<file path="config.mk">
export PLATFORM = sky130hd
export DESIGN_NAME = core_seq_ctrl
export DESIGN_NICKNAME = d
export VERILOG_FILES = /design/src/rtl/core_seq_ctrl.sv
export SDC_FILE = /design/constraint.sdc
export NUM_CORES = 1
export LEC_CHECK = 0
export ABC_AREA = 0
export BUFFER_PORTS_ARGS = -buffer_cell sky130_fd_sc_hd__clkbuf_2
export CAP_MARGIN = 20
export CORE_ASPECT_RATIO = 0.7
export CORE_MARGIN = 8
export CORE_UTILIZATION = 30
export DETAILED_ROUTE_END_ITERATION = 7
export PLACE_DENSITY_LB_ADDON = 0.25
export SYNTH_ARGS = -nofsm -noshare
export SYNTH_HDL_FRONTEND = slang
export SYNTH_SLANG_ARGS = --single-unit
</file>
<file path="constraint.sdc">
create_clock -name clk -period 2.6 [get_ports clk]
set_input_delay 0 -clock clk [delete_from_list [all_inputs] [get_ports clk]]
set_output_delay 0 -clock clk [all_outputs]
set_load 0.02 [all_outputs]
</file>
<file path="src/rtl/core_seq_ctrl.sv">
// Multi-cycle instruction sequencer: FETCH/DECODE/EXEC/MEM/WB with trap on
// illegal opcodes or memory timeouts, plus a retired-instruction counter.
module core_seq_ctrl #(
    parameter int unsigned CNT_W       = 32,
    parameter int unsigned MEM_TIMEOUT = 16
) (
    input  logic             clk,
    input  logic             rst,
    input  logic             imem_ack,
    input  logic [6:0]       inst_opcode,
    input  logic             w_en,
    input  logic             mw_en,
    input  logic             maddr_sel,
    input  logic             jump_en,
    input  logic             branch_taken,
    input  logic             dmem_ack,
    output logic             imem_req,
    output logic             ir_en,
    output logic             dmem_req,
    output logic             dmem_we,
    output logic             rf_we,
    output logic             pc_en,
    output logic             pc_sel,
    output logic             trap,
    output logic [2:0]       state,
    output logic [CNT_W-1:0] instret
);

    localparam logic [2:0] S_FETCH  = 3'd0;
    localparam logic [2:0] S_DECODE = 3'd1;
    localparam logic [2:0] S_EXEC   = 3'd2;
    localparam logic [2:0] S_MEM    = 3'd3;
    localparam logic [2:0] S_WB     = 3'd4;
    localparam logic [2:0] S_TRAP   = 3'd7;

    // Wait counter holds 0 .. MEM_TIMEOUT-1 (request cycle index minus one)
    localparam int unsigned WAIT_W = (MEM_TIMEOUT < 2) ? 1 : $clog2(MEM_TIMEOUT);

    logic [2:0]        state_q;
    logic [2:0]        state_d;
    logic [WAIT_W-1:0] wait_q;
    logic [WAIT_W-1:0] wait_d;
    logic [CNT_W-1:0]  instret_q;
    logic              opcode_legal;
    logic              wait_last;

    // Opcodes accepted by the core (R, I-ALU, load, store, branch, custom-0)
    always_comb begin
        opcode_legal = 1'b0;
        case (inst_opcode)
            7'b0110011,
            7'b0010011,
            7'b0000011,
            7'b0100011,
            7'b1100011,
            7'b0001011: opcode_legal = 1'b1;
            default:    opcode_legal = 1'b0;
        endcase
    end

    assign wait_last = (wait_q == WAIT_W'(MEM_TIMEOUT - 1));

    // Next-state and strobe decode; wait counter stays zero outside request states
    always_comb begin
        state_d  = state_q;
        wait_d   = '0;
        imem_req = 1'b0;
        ir_en    = 1'b0;
        dmem_req = 1'b0;
        dmem_we  = 1'b0;
        rf_we    = 1'b0;
        pc_en    = 1'b0;
        pc_sel   = 1'b0;
        trap     = 1'b0;

        case (state_q)
            S_FETCH: begin
                imem_req = 1'b1;
                if (imem_ack) begin
                    ir_en   = 1'b1;
                    state_d = S_DECODE;
                end else if (wait_last) begin
                    state_d = S_TRAP;
                end else begin
                    wait_d = wait_q + WAIT_W'(1);
                end
            end
            S_DECODE: begin
                state_d = opcode_legal ? S_EXEC : S_TRAP;
            end
            S_EXEC: begin
                if (jump_en) begin
                    pc_en   = 1'b1;
                    pc_sel  = branch_taken;
                    state_d = S_FETCH;
                end else if (mw_en || maddr_sel) begin
                    state_d = S_MEM;
                end else if (w_en) begin
                    state_d = S_WB;
                end else begin
                    pc_en   = 1'b1;
                    state_d = S_FETCH;
                end
            end
            S_MEM: begin
                dmem_req = 1'b1;
                dmem_we  = mw_en;
                if (dmem_ack) begin
                    // Store wins when both store and load flags are set
                    if (mw_en) begin
                        pc_en   = 1'b1;
                        state_d = S_FETCH;
                    end else begin
                        state_d = S_WB;
                    end
                end else if (wait_last) begin
                    state_d = S_TRAP;
                end else begin
                    wait_d = wait_q + WAIT_W'(1);
                end
            end
            S_WB: begin
                rf_we   = 1'b1;
                pc_en   = 1'b1;
                state_d = S_FETCH;
            end
            S_TRAP: begin
                trap = 1'b1;
            end
            default: begin
                state_d = S_TRAP;
            end
        endcase

        // Reset abandons any request and suppresses every strobe immediately
        if (rst) begin
            imem_req = 1'b0;
            ir_en    = 1'b0;
            dmem_req = 1'b0;
            dmem_we  = 1'b0;
            rf_we    = 1'b0;
            pc_en    = 1'b0;
            pc_sel   = 1'b0;
            trap     = 1'b0;
        end
    end

    always_ff @(posedge clk) begin
        if (rst) begin
            state_q   <= S_FETCH;
            wait_q    <= '0;
            instret_q <= '0;
        end else begin
            state_q <= state_d;
            wait_q  <= wait_d;
            if (pc_en) begin
                instret_q <= instret_q + CNT_W'(1);
            end
        end
    end

    assign state   = state_q;
    assign instret = instret_q;

endmodule

</file>
==> impl_metrics.yaml, run 1 <==
status:
  status: "complete, no violations"
clock_tree:
  numClockSinks: 39
  cts_made_buffers: 5
  root_buffer: "clkbuf_8"
  insertion_delay_ns: 0.30
  h-tree-depth: 2
  path_clk_slew_ns: 0.08
  holdBufCountCts: 1
  post_cts_buffers: 0
  cts_tree: "built"
  cts_resized: 0
  cts_buffer_depth: 2
synthesis:
  syn_area_per_cell_sq_um: 8.270
  ys.flop_type: "dfxtp_1"
  yosysSeqAreaShare: 0.3761
  yosysWarningCount: 0
  ys_seq_elements: 39
  synth.most_common_cell: "dfxtp_1"
  ys_types: 43
  yosysTopAreaCell: "dfxtp_1"
  synth-edff-count: 0
  synth_area_sq_um: 2076
  netlist_instances: 251
  async_reset_ff_frac: 0
  synth_fp_nets: 269
  synth_area_leaders: "dfxtp_1 (38%), xnor2_1 (8.4%), a21oi_1 (5.5%)"
  synth_top_area_frac: 0.3761
  synth_common_cells: "dfxtp_1 (39), nor2_1 (29), a21oi_1 (23)"
route:
  drtPass1Iterations: 4
  wl_met3_um: 502
  drc: 0
  wl_met1_um: 2975
  vias_per_cell: 4.953
  wl_per_cell_um: 14.23
  dr.max_layer_used: "met4"
  drtAntennaViolNets: 0
  wirelength_um: 5790
  wl_met2_um: 2260
  drtIter0Drc: 104
  num_vias: 2016
critical_path:
  crit_path_start_kind: "flop"
  critPathKind: "reg2reg"
  path_max_fanout: 16
  endpoint_kind: "flop"
  critPathRequiredTime_ns: 2.83
  arrival_ns: 2.48
timing:
  setup_tns_ns: 0
  slew_viol_final: 0
  clock_skew_ns: 0.01127
  fin_crit_ns: 2.252
  finalCritPeriodShare: 0.8661
  max_freq_ghz: 0.4441
  tightest_slew_ns: 0.4938
  setup_viol: 0
  setup_slack_ns: 0.3482
  rsz0062_at_grt: "false"
  slew_headroom: 0.6623
  hold_viol_final: 0
pwr:
  power_density_nw_per_um2: 594.9
  clkPwrFrac: 0.300
  comb_power_share: 0.258
  leakagePower_nw: 0.9455
  p_switching_mw: 0.5384
  p_int_mw: 1.013
  p_sw_frac: 0.3470
  p_seq_frac: 0.442
  vdd.ir_drop.worst_v: 0.0002292
placed_design:
  pre_cts_ws_ns: 0.3571
  gp_routability_congestion: 0.7793
  hpwl_um: 4237
  dpl.cell_count: 398
  io_buffers: 58
final_layout:
  nNetsFinal: 330
  layoutNonFillerInstCount: 407
  final_layout_size_suffix_gt1_frac: 0.2652
  area_growth_syn_to_layout_pct: 25.62
  fill_cells: 710
  antenna_cells: 0
  fin_util: 0.3877
die:
  core.rowCount: 25
  io_pins: 59
  die_width_um: 115.4
  die-area_sq_um: 9879
  core_area_sq_um: 6725
  start_util: 0.3087
  die_h_um: 85.60
global_routing:
  track_usage: 0.1179
  grt_antenna_before_repair: 0
  grt_pass1_vias: 1865
  grt_max_degree: 38
  grt_overflow: 0
  grt_pass1_wl_um: 9349
flow_run:
  maxCapViolations: 0
min_path:
  hold_path_class: "in2reg"
[final timing paths]
kind	start	end	slack [ns]	cells after the start
hold reg to reg	wait_q[0]$_SDFF_PP0_	wait_q[0]$_SDFF_PP0_	0.46	1
setup reg to reg	state[1]$_SDFFE_PP0P_	instret[29]$_SDFFE_PP0P_	0.35	5
setup / recovery	state[1]$_SDFFE_PP0P_	instret[29]$_SDFFE_PP0P_	0.35	5
hold / removal	rst	state[0]$_SDFFE_PP0P_	0.12	4
[sequential cells by signal, summed over array words and instances, names as in the netlist]
name	flops
instret	32
state	3
wait_q	4
[routing by layer]
| layer | GRT usage | up-vias |
|---|---|---|
| met5 | 0 | - |
| met4 | 0.03207 | 0 |
| met3 | 0.04909 | 4 |
| met2 | 0.1668 | 53 |
| met1 | 0.1585 | 922 |
| li1 | - | 1037 |
[power by group through the flow]
stage | sequential [mW] | combinational (mW) | clock (mW)
after global routing | 0.694 | 0.442 | 0.510
after floorplan | 0.709 | 0.253 | 0
after detailed placement | 0.701 | 0.399 | 0
after CTS | 0.686 | 0.402 | 0.485
after global placement | 0.698 | 0.399 | 0
final | 0.686 | 0.400 | 0.466
[cell type report]
| cell class | instances | area [sq um] | share of cell area |
|---|---|---|---|
| Clock buffer | 7 | 96.34 | 0.03695 |
| Clock inverter | 1 | 7.507 | 0.002879 |
| Inverter | 4 | 15.01 | 0.005758 |
| Multi-Input combinational cell | 195 | 1230 | 0.4717 |
| Sequential cell | 39 | 780.7 | 0.2994 |
| Tap cell | 94 | 117.6 | 0.04511 |
| Timing Repair Buffer | 67 | 360.3 | 0.1382 |
[placed cells by master (no fill, tap or decap), types with 4 or more instances in the layout]
cell type / n
nand2_1: 21
nor3_1: 10
a21oi_1: 23
a2111oi_0: 6
clkbuf_2: 58
xnor2_1: 20
clkbuf_8: 7
or3_1: 9
a211oi_1: 6
dfxtp_1: 39
buf_4: 8
nor2_1: 29
o21ai_0: 10
inv_1: 4
nand3_1: 15
[worst max-delay path, cell delays in order, from the launching register on]
cell and delay, ns:
dfxtp_1 0.54, nor3b_2 0.28, o21ai_2 0.10, a2111o_1 0.60, or4_1 0.52, a21oi_1 0.15
[cell families after synthesis]
logic type               count (synthesis)  synth area share
adder cells (fa/ha/maj)                  2           0.01205
AO/OA/AOI/OAI                           62            0.2116
buffers and inverters                   17           0.03315
AND/OR/NAND/NOR                        109            0.2743
XOR/XNOR                                22           0.09283
flip-flops                              39            0.3761
[metrics by stage]
step | instance area, sq um | hold WS (ns) | power [mW]
6_report | 2608 | 0.1225 | 1.551
3_3_place_gp | 2494 | 0.3001 | 1.097
3_5_place_dp | 2494 | 0.2830 | 1.100
5_1_grt | 2608 | 0.1379 | 1.646
2_1_floorplan | 2076 | 0.08769 | 0.9624
4_1_cts | 2608 | 0.1058 | 1.573
(Power assumes the default switching activity.)
==> run 2, diff against run 1 <==
==> constraint.sdc (replaced) <==
create_clock -name clk -period 2.6 [get_ports clk]
set_input_delay 0 -clock clk [delete_from_list [all_inputs] [get_ports clk]]
set_output_delay 0 -clock clk [all_outputs]
set_load 0.005 [all_outputs]
==> run 2 against run 1 <==
Power is 0.23% lower. Design area barely moved. Hold slack lost 0.12 ns. Combinational power shrank 14%. Utilization hardly changed.
==> impl_metrics.yaml, run 2 (synthesized netlist as in run 1, its figures left out) <==
final_layout:
  antenna_cells: 0
  largest_reg_flops: 32
  fin_util: 0.3875
  layoutNonFillerInstCount: 406
  final_area_sq_um: 2606
  final_common_cell: "clkbuf_2"
  nNetsFinal: 329
  final_cell_mix: "clkbuf_2 (58), dfxtp_1 (39), nor2_1 (29), a21oi_1 (23), nand2_1 (21)"
  final_layout_size_suffix_gt1_frac: 0.2660
  area_growth_syn_to_layout_pct: 25.56
die:
  die-area_sq_um: 9879
  io_pins: 59
  core.rowCount: 25
  core_area_sq_um: 6725
  start_util: 0.3087
  die_h_um: 85.60
  die_width_um: 115.4
route:
  drtAntennaViolNets: 0
  drtPass1Iterations: 4
  drtIter0Drc: 82
  wl_per_cell_um: 14.03
  vias_per_cell: 4.941
  drc: 0
  num_vias: 2006
  wirelength_um: 5695
clock_tree:
  insertion_delay_ns: 0.30
  cts_tree: "built"
  cts_resized: 0
  cts_made_buffers: 5
  root_buffer: "clkbuf_8"
  path_clk_slew_ns: 0.08
  post_cts_buffers: 0
  h-tree-depth: 2
  holdBufCountCts: 0
  cts_buffer_depth: 2
  numClockSinks: 39
timing:
  setup_tns_ns: 0
  setup_viol: 0
  tightest_slew_ns: 0.5357
  finalCritPeriodShare: 0.8699
  slew_headroom: 0.6337
  hold_viol_final: 0
  fin_crit_ns: 2.262
  slew_viol_final: 0
  clock_skew_ns: 0.009900
  rsz0062_at_grt: "false"
  hold_slack_ns: 0.0007868
  setup_slack_ns: 0.3382
  max_freq_ghz: 0.4421
pwr:
  power_density_nw_per_um2: 593.8
  leakagePower_nw: 0.9489
  vdd.ir_drop.worst_v: 0.0002658
  finalPower_mw: 1.548
global_routing:
  grt_pass1_vias: 1934
  grt_pass1_wl_um: 9722
  track_usage: 0.1209
  grt_max_degree: 41
  grt_antenna_before_repair: 0
  grt_overflow: 0
critical_path:
  path_max_fanout: 16
  critPathRequiredTime_ns: 2.84
  critPathKind: "reg2reg"
  endpoint_kind: "flop"
  crit_path_start_kind: "flop"
  arrival_ns: 2.50
placed_design:
  pre_cts_ws_ns: 0.3304
  hpwl_um: 4215
  dpl.cell_count: 398
  gp_routability_congestion: 0.7835
  post_dp_cell_area_sq_um: 2494
  io_buffers: 58
status:
  status: "complete, no violations"
min_path:
  hold_path_class: "in2reg"
flow_run:
  maxCapViolations: 0
## run 2: cell types whose count changed in the layout (fill, tap and decap cells not counted), sizes merged
| cell | before | now |
|---|---|---|
| clkinvlp | 1 | 0 |
| clkinv | 0 | 2 |
| dlygate4sd3 | 1 | 0 |
| clkbuf | 65 | 63 |
| bufinv | 0 | 1 |
## run 2: cell type report
class / instances / area, sq um
well taps: 94 / 117.6
inverters: 4 / 15.01
clock buffers: 5 / 68.82
repair buffers: 66 / 350.3
clock inverters: 3 / 43.79
flip-flops and latches: 39 / 780.7
multi-input cells: 195 / 1230
fillers: 707 / 4119
## run 2: path summary, 6_finish.rpt
kind / cells after the start / slack (ns) / startpoint / to
max: 5 / 0.34 / state[1]$_SDFFE_PP0P_ / instret[29]$_SDFFE_PP0P_
min: 3 / 0.0008 / imem_ack / state[0]$_SDFFE_PP0P_
max reg2reg: 5 / 0.34 / state[1]$_SDFFE_PP0P_ / instret[29]$_SDFFE_PP0P_
min reg2reg: 1 / 0.48 / wait_q[0]$_SDFF_PP0_ / wait_q[0]$_SDFF_PP0_
## run 2: power by group
group	switching, mW	internal, mW	total, mW
clock network	0.229	0.286	0.515
logic	0.206	0.140	0.346
registers	0.0564	0.631	0.687
## run 2: metal layers
layer  track usage  wire length, um  vias to the layer above  share of wire
met5             0                0                        -              0
met4       0.03325               72                        0          0.013
met3       0.05330              538                        9          0.094
met2        0.1584             2121                       62           0.37
met1        0.1704             2961                      899           0.52
li1              -                -                     1036              -
## run 2: worst max-delay path, cell delays in order (launching register included)
cell and delay (ns):
dfxtp_1 0.56, nor3b_2 0.29, o21ai_2 0.10, a2111o_1 0.60
or4_1 0.52, a21oi_1 0.14
==> run 3, diff against run 2 <==
==> constraint.sdc (replaced) <==
create_clock -name clk -period 2.07 [get_ports clk]
set_input_delay 0 -clock clk [delete_from_list [all_inputs] [get_ports clk]]
set_output_delay 0 -clock clk [all_outputs]
set_load 0.005 [all_outputs]
==> run 3 against run 2 <==
First-iteration DRC count grew 13%. Clock skew down 0.0044 ns. Flip-flop and latch count unchanged. Clock-buffer cell count increased by 3. Critical endpoint unchanged. Largest cell class unchanged.
==> impl_metrics.yaml, run 3 (synthesized netlist as in run 1, its figures left out) <==
die:
  die_width_um: 115.4
  start_util: 0.3087
  core_area_sq_um: 6725
  die_h_um: 85.60
  io_pins: 59
  die-area_sq_um: 9879
  core.rowCount: 25
critical_path:
  arrival_ns: 2.18
  crit_path_start_kind: "flop"
  path_max_fanout: 9
  path_delay_family: "compound AO/OA/AOI/OAI gates"
  reg2reg_depth: 5
  critPathRequiredTime_ns: 2.30
  path_buf_inv: 0
  crit_slowest_cell: "a2111o_2"
  endpoint_kind: "flop"
  endpoint: "instret[29]$_SDFFE_PP0P_"
  path_depth: 5
  path_cells: "and4b_1 -> a22oi_1 -> a2111o_2 -> or4_1 -> a21oi_1"
  reg2reg_slack_ns: 0.12
  critPathKind: "reg2reg"
  r2r-start: "state[2]$_SDFFE_PP0P_"
  r2r-end: "instret[29]$_SDFFE_PP0P_"
  worstSetupStartpoint: "state[2]$_SDFFE_PP0P_"
  crit_path_max_incr_delay_ns: 0.57
final_layout:
  seq_area_sq_um: 783.3
  fill_cells: 701
  final_common_cell: "clkbuf_2"
  largest_reg_flops: 32
  nNetsFinal: 348
  final_layout_size_suffix_gt1_frac: 0.3112
  antenna_cells: 0
  final_cell_mix: "clkbuf_2 (58), dfxtp_1 (37), nor2_1 (29), buf_4 (25), a21oi_1 (23)"
  area_growth_syn_to_layout_pct: 32.13
  final_area_sq_um: 2743
  multi_input_area_sq_um: 1234
global_routing:
  grt_max_degree: 41
  grt_pass1_wl_um: 9246
  grt_overflow: 0
  track_usage: 0.1153
  grt_pass1_vias: 1855
  grt_antenna_before_repair: 0
pwr:
  p_sw_frac: 0.3150
  leakagePower_nw: 1.038
  comb_power_share: 0.255
  p_seq_frac: 0.444
  power_density_nw_per_um2: 688.9
  vdd.ir_drop.worst_v: 0.0002994
  clkPwrFrac: 0.301
  p_int_mw: 1.294
  p_switching_mw: 0.5951
route:
  wirelength_um: 5863
  vias_per_cell: 4.906
  drtAntennaViolNets: 0
  drtPass1Iterations: 4
  drc: 0
  wl_per_cell_um: 13.80
  drtIter0Drc: 93
  num_vias: 2085
clock_tree:
  cts_buffer_depth: 2
  numClockSinks: 39
  path_clk_slew_ns: 0.08
  insertion_delay_ns: 0.29
  cts_made_buffers: 5
  h-tree-depth: 2
  root_buffer: "clkbuf_8"
  cts_tree: "built"
timing:
  tightest_slew_ns: 0.5095
  slew_headroom: 0.6515
  finalCritPeriodShare: 0.9427
  setup_viol: 0
  slew_viol_final: 0
  clock_skew_ns: 0.005490
  hold_viol_final: 0
  setup_tns_ns: 0
  fin_crit_ns: 1.951
  max_freq_ghz: 0.5124
flow_run:
  maxCapViolations: 0
placed_design:
  gp_routability_congestion: 0.7791
  post_dp_cell_area_sq_um: 2614
  io_buffers: 58
  hpwl_um: 4295
status:
  status: "complete, no violations"
min_path:
  hold_path_class: "in2reg"
[run 3: cell count changes in the layout (fill, tap and decap cells not counted), sizes merged]
cell,change
clkbuf,+3
dlygate4sd3,+1
clkinv,-2
bufinv,-1
buf,+18
[run 3: power groups by stage]
stage | Clock [mW] | Sequential (mW) | Combinational, mW
global placement | 0 | 0.851 | 0.479
finish | 0.569 | 0.838 | 0.482
global route | 0.629 | 0.846 | 0.537
detailed placement | 0 | 0.852 | 0.479
floorplan | 0 | 0.851 | 0.291
CTS | 0.596 | 0.834 | 0.482
[run 3: worst min-delay path by stage]
stage,from,to,slack [ns],cells after the start
after global placement,rst,imem_req,0.26,3
after CTS,rst,state[0]$_SDFFE_PP0P_,0.04,4
after global routing,rst,state[0]$_SDFFE_PP0P_,0.05,4
after floorplan,rst,dmem_req,0.04,1
after detailed placement,rst,imem_req,0.26,3
final,rst,state[0]$_SDFFE_PP0P_,0.04,4
[run 3: cell type report]
cell class / count / share of cell area
multi-input cells: 195 / 0.4498
flip-flops and latches: 39 / 0.2856
repair buffers: 85 / 0.1797
well taps: 94 / 0.04288
clock buffers: 8 / 0.03650
inverters: 4 / 0.005474
[run 3: layer usage]
| metal | track usage | up-vias | share of wire |
|---|---|---|---|
| li1 | - | 1073 | - |
| met5 | 0 | - | 0 |
| met3 | 0.04769 | 7 | 0.098 |
| met2 | 0.1542 | 59 | 0.38 |
| met4 | 0.03207 | 0 | 0.0090 |
| met1 | 0.1619 | 946 | 0.51 |
[run 3: tightest hold or removal path, stage by stage]
cell and delay [ns]:
clkbuf_2 0.09, nor4_1 0.06, o31ai_1 0.08, o41ai_1 0.07
[run 3: repair_timing]
action | 4_1_cts | 5_1_grt
hold endpoints to repair | 1 | 0
setup buffers | 0 | 2
gates resized for setup | 0 | 5
endpoints found under the setup margin | 0 | 4
hold buffers | 1 | 0
[run 3: stage by stage]
| stage | setup slack (ns) | hold WS [ns] | std cells | total power, mW | utilization |
|---|---|---|---|---|---|
| finish | 0.1185 | 0.04423 | 425 | 1.889 | 0.4078 |
| global route | -0.005101 | 0.05461 | 425 | 2.011 | 0.4078 |
| CTS | 0.05055 | 0.04407 | 423 | 1.912 | 0.4050 |
| detailed placement | 0.05756 | 0.2635 | 414 | 1.330 | 0.3887 |
| global placement | 0.1033 | 0.2593 | 414 | 1.330 | 0.3887 |
| floorplan | 0.2248 | 0.03893 | 251 | 1.142 | - |
